## src/rtl/clk_period_meter.sv

```systemverilog
// Measures period and high time of an asynchronous signal in clkin cycles.
// Optional expected-value check is compiled in with `define CLK_PERIOD_CHECK_EN.
module clk_period_meter #(
  parameter int CNT_W      = 16,
  parameter int EXP_PERIOD = 3,
  parameter int EXP_HIGH   = 1,
  parameter int TOL        = 1
) (
  input  logic             clkin,
  input  logic             reset,
  input  logic             sig_in,
  input  logic             start,
  output logic             busy,
  output logic             done,
  output logic [CNT_W-1:0] period,
  output logic [CNT_W-1:0] high_time,
  output logic             timeout,
  output logic             mismatch
);

  localparam logic [1:0] IDLE = 2'd0;
  localparam logic [1:0] ARM  = 2'd1;
  localparam logic [1:0] HIGH = 2'd2;
  localparam logic [1:0] LOW  = 2'd3;

  localparam logic [CNT_W-1:0] CNT_MAX = '1;

  logic             s1_q, s2_q, s3_q;
  logic             rise, fall;
  logic [1:0]       state_q, state_d;
  logic [CNT_W-1:0] cnt_q, cnt_d;
  logic [CNT_W-1:0] period_q, period_d;
  logic [CNT_W-1:0] high_q, high_d;
  logic             busy_q, busy_d;
  logic             done_q, done_d;
  logic             timeout_q, timeout_d;
  logic             accept, fin_ok, fin_to;
  logic [CNT_W-1:0] cnt_inc;

  assign rise    = s2_q & ~s3_q;
  assign fall    = ~s2_q & s3_q;
  assign cnt_inc = cnt_q + 1'b1;

  always_comb begin
    state_d   = state_q;
    cnt_d     = cnt_q;
    period_d  = period_q;
    high_d    = high_q;
    busy_d    = busy_q;
    done_d    = 1'b0;
    timeout_d = timeout_q;
    accept    = 1'b0;
    fin_ok    = 1'b0;
    fin_to    = 1'b0;
    case (state_q)
      IDLE: begin
        if (start) begin
          accept    = 1'b1;
          state_d   = ARM;
          cnt_d     = '0;
          busy_d    = 1'b1;
          timeout_d = 1'b0;
        end
      end
      ARM: begin
        if (rise) begin
          cnt_d   = '0;
          state_d = HIGH;
        end else if (cnt_q == CNT_MAX) begin
          fin_to = 1'b1;
          high_d = '1;
        end else begin
          cnt_d = cnt_inc;
        end
      end
      HIGH: begin
        if (fall) begin
          high_d  = cnt_inc;
          cnt_d   = cnt_inc;
          state_d = LOW;
        end else if (cnt_q == CNT_MAX) begin
          fin_to = 1'b1;
          high_d = '1;
        end else begin
          cnt_d = cnt_inc;
        end
      end
      LOW: begin
        if (rise) begin
          fin_ok   = 1'b1;
          period_d = cnt_inc;
          done_d   = 1'b1;
          busy_d   = 1'b0;
          state_d  = IDLE;
        end else if (cnt_q == CNT_MAX) begin
          fin_to = 1'b1;
        end else begin
          cnt_d = cnt_inc;
        end
      end
      default: state_d = IDLE;
    endcase
    // Saturation ends the measurement identically from any active state.
    if (fin_to) begin
      period_d  = '1;
      done_d    = 1'b1;
      timeout_d = 1'b1;
      busy_d    = 1'b0;
      state_d   = IDLE;
    end
  end

  always_ff @(posedge clkin) begin
    if (reset) begin
      s1_q      <= 1'b0;
      s2_q      <= 1'b0;
      s3_q      <= 1'b0;
      state_q   <= IDLE;
      cnt_q     <= '0;
      period_q  <= '0;
      high_q    <= '0;
      busy_q    <= 1'b0;
      done_q    <= 1'b0;
      timeout_q <= 1'b0;
    end else begin
      s1_q      <= sig_in;
      s2_q      <= s1_q;
      s3_q      <= s2_q;
      state_q   <= state_d;
      cnt_q     <= cnt_d;
      period_q  <= period_d;
      high_q    <= high_d;
      busy_q    <= busy_d;
      done_q    <= done_d;
      timeout_q <= timeout_d;
    end
  end

`ifdef CLK_PERIOD_CHECK_EN
  localparam logic [CNT_W-1:0] EXP_P = CNT_W'(EXP_PERIOD);
  localparam logic [CNT_W-1:0] EXP_H = CNT_W'(EXP_HIGH);
  localparam logic [CNT_W-1:0] TOL_C = CNT_W'(TOL);

  function automatic logic [CNT_W-1:0] absdiff(input logic [CNT_W-1:0] a,
                                               input logic [CNT_W-1:0] b);
    return (a > b) ? (a - b) : (b - a);
  endfunction

  logic mismatch_q;
  logic mis_val;

  // high_q already holds the captured high time when the LOW-state rise arrives.
  assign mis_val = (absdiff(cnt_inc, EXP_P) > TOL_C) | (absdiff(high_q, EXP_H) > TOL_C);

  always_ff @(posedge clkin) begin
    if (reset || accept)
      mismatch_q <= 1'b0;
    else if (fin_to)
      mismatch_q <= 1'b1;
    else if (fin_ok)
      mismatch_q <= mis_val;
  end

  assign mismatch = mismatch_q;
`else
  assign mismatch = 1'b0;
`endif

  assign busy      = busy_q;
  assign done      = done_q;
  assign period    = period_q;
  assign high_time = high_q;
  assign timeout   = timeout_q;

endmodule

```

## config.mk

```make
export PLATFORM = sky130hd
export DESIGN_NAME = clk_period_meter
export DESIGN_NICKNAME = d
export VERILOG_FILES = /design/src/rtl/clk_period_meter.sv
export SDC_FILE = /design/constraint.sdc
export NUM_CORES = 1
export LEC_CHECK = 0
export CAP_MARGIN = 10
export CORE_UTILIZATION = 40
export CTS_BUF_LIST = sky130_fd_sc_hd__clkbuf_2 sky130_fd_sc_hd__clkbuf_4 sky130_fd_sc_hd__clkbuf_8
export DETAILED_ROUTE_END_ITERATION = 6
export GPL_ROUTABILITY_DRIVEN = 0
export HOLD_SLACK_MARGIN = 0.05
export PLACE_DENSITY = 0.62
export SYNTH_ARGS = -nofsm -noshare
export SYNTH_HDL_FRONTEND = slang
export SYNTH_SLANG_ARGS = --single-unit
```

## constraint.sdc

```tcl
create_clock -name clkin -period 3.1 [get_ports clkin]
set_input_delay 0.465 -clock clkin [delete_from_list [all_inputs] [get_ports clkin]]
set_output_delay 0.465 -clock clkin [all_outputs]
set_load 0.03 [all_outputs]
```

==> results by group <==
Detailed routing
  – Iter 0 DRT Violations: about 170
  – Vias: 2264
  – Detailed Route WL: 6420 um
  – Post-DRT Antenna Nets: 0
  – # DRC: 0
  – First-pass detailed-route iteration total: 4
  – Vias/cell: about 5.6
  – DR WL/cell: 15.8 um

Yosys
  – Post-synth top area share: a little over two fifths
  – Most frequent cell after synthesis: dfxtp_1
  – Netlist Area Pre-Place: 2570 um2
  – Post-synth EDFFs: 0
  – Main flop type after synthesis: dfxtp_1
  – Async SR Flop Fraction: 0%
  – Synth cell types: slightly below 50
  – Synth area leader: dfxtp_1
  – Yosys reg bits: between 50 and 60
  – Sequential area share after synthesis: 43.6%
  – Post-Syn Nets: 304
  – Top cells by area, synth: dfxtp_1 44%, nor3_1 5.1%, nor2_1 4.1%
  – Synth Warn #: 0
  – Cells after synthesis: 295
  – Syn avg cell area: 8.72 um2
  – Most frequent cells after synthesis: 56 x dfxtp_1, 28 x nor2_1, 26 x nor3_1, 23 x nand2_1, 16 x o21ai_0

Clocking
  – # Post-CTS Setup Buffers: 0
  – Worst-Skew Late Latency: 0.31 ns
  – Hold buffer count at CTS: 0
  – Clock Pin Slew Worst Setup and Hold Paths: around 0.10 ns
  – CTS tree: yes
  – H-Tree Level Count: 2
  – Max Buffers Root-to-Sink: 2
  – TritonCTS Sinks: 56
  – Cts repair resizes: 0
  – Number of buffers created by CTS: 5
  – Clock root buffer: clkbuf_8

Power and ir drop
  – Power Internal: between 1 and 1.5 mW
  – Gate power share: 23.9%
  – Power Density: 561 nW/um2
  – VDD IR-drop max: 284 uV
  – Sequential power share: 43.5%
  – Total leakage power: 1.12 nW
  – Power Total: ~1.8 mW
  – Switching share of power: 30.6%
  – Clock power frac: 32.6%
  – Net Switching: 541 uW

Timing
  – Max Freq: between 0.3 and 0.4 GHz
  – Pin slew with the least headroom to its limit: 0.575 ns
  – Unrepaired setup endpoints after global routing: no
  – Max-slew headroom: 61.3%
  – Worst Skew: 0.00804 ns
  – Hold WS: 0.446 ns
  – Final hold vios: 0
  – Final setup violation count: 0
  – Final setup margin: 0.358 ns
  – Fin crit share: 88.5%
  – Setup TNS: 0 ns
  – Max Slew Vio Count: 0
  – Post-layout minimum cycle time: 2.74 ns

Placed design
  – Cell count after placement: ~400
  – HPWL Detailed: 4730 um
  – PortBufs: 38
  – Worst slack, placed: 0.426 ns
  – Post-DP Area: roughly 3000 um2

Flow run
  – Max_cap viols: 0

Die
  – Placement Rows: 28
  – Die Wd: 82.2 um
  – Ports: 40
  – Chip Height: 82.2 um
  – Core area: 6060 um2
  – Die ar.: 6750 um2
  – Starting Density: 42.4%

Finish
  – P&R area growth vs syn: 22.7%
  – Layout Utilization: 52.1%
  – Layout cells sized above 1: approximately a tenth
  – Post-route cell area: 3160 um2
  – Final net count: 339
  – # diodes: 0
  – Post-route insts no fill: 406

Global route
  – Largest net degree at the start of global routing: 30
  – Vias in the first global route: 2071
  – First-pass GRT wire length: around 11000 um
  – Initial antenna violation count: 0
  – Total GRT Usage: 20.8%
  – GR Overflow Total: 0

Setup path
  – Critical Path AT: 2.97 ns
  – CP Launch Type: flip-flop
  – Crit end category: flip-flop
  – Required @ worst endpoint: around 3.3 ns
  – CP max FO: 11
  – Setup CP Type: flip-flop to flip-flop
  – Flop2flop setup slack: 0.36 ns

Status
  – Status: completed

Min path
  – Hold WC Path Type: flip-flop to flip-flop
[worst max-delay path, stage by stage, from the launching register on]
cell and delay [ns]:
dfxtp_1 0.41, ha_1 0.27, nand4_2 0.19, or4_1 0.76
nor2_1 0.35, nand2_1 0.34, a311oi_1 0.34
[registers in the layout, indices dropped and copies added (netlist names)]
signal / count
period: 16
done: 1
timeout: 1
s3_q: 1
s1_q: 1
s2_q: 1
cnt_q: 16
state_q: 2
busy: 1
high_time: 16
[layout by cell type (no fill, tap or decap), drive strengths merged, types with 2 or more instances in the layout]
master,netlist,final
a211oi,7,7
nand2b,3,3
o21ai,16,16
clkdlybuf4s50,0,38
nand4,5,5
a22o,5,5
buf,7,8
a31oi,3,3
a311oi,2,2
a21oi,14,14
ha,5,5
inv,9,10
clkbuf,11,5
nor2,28,28
bufinv,0,2
nand3,6,6
a21o,4,4
nor3,32,32
nor4,5,5
xnor2,8,8
dfxtp,56,56
nand2,23,23
mux2i,2,2
or2,3,3
and3,2,2
xor2,6,6
a32o,2,2
o21bai,3,3
nor2b,6,6
o22ai,7,7
[area by class of cell]
class	count	area, um2
Clock buffer	5	68.8
Clock inverter	3	68.8
Fill cell	557	2910
Inverter	9	33.8
Multi-Input combinational cell	212	1330
Sequential cell	56	1120
Tap cell	75	93.8
Timing Repair Buffer	46	440
[layer usage]
| metal | track usage, % | vias to the layer above | part of all wire [%] |
|---|---|---|---|
| li1 | - | 1123 | - |
| met4 | 6.32 | 0 | 1.3 |
| met3 | 3.30 | 8 | 4.0 |
| met2 | 32.6 | 54 | 46 |
| met1 | 29.2 | 1079 | 49 |
| met5 | 0 | - | 0 |
[final timing paths]
check,startpoint,end,cells past startpoint
max,cnt_q[1],period[15],6
min,s1_q,s2_q,1
max reg2reg,cnt_q[1],period[15],6
min reg2reg,s1_q,s2_q,1
[power groups by stage]
stage / sequential (mW) / combinational, mW / clock [mW]
3_5_place_dp: 0.786 / 0.419 / 0
5_1_grt: 0.775 / 0.458 / 0.615
3_3_place_gp: 0.785 / 0.414 / 0
2_1_floorplan: 0.809 / 0.277 / 0
6_report: 0.770 / 0.424 / 0.577
4_1_cts: 0.770 / 0.421 / 0.583
[logic make-up after synthesis]
kind of cell	Yosys count	share of synthesized area (%)
other	1	0.146
XOR/XNOR	14	4.77
multiplexers	2	0.779
flip-flops	56	43.6
buffers and inverters	27	4.72
adder cells (fa/ha/maj)	5	2.43
AND/OR/NAND/NOR	118	24.2
AO/OA/AOI/OAI	72	19.4
No activity file was read; power rests on OpenSTA's default activity.
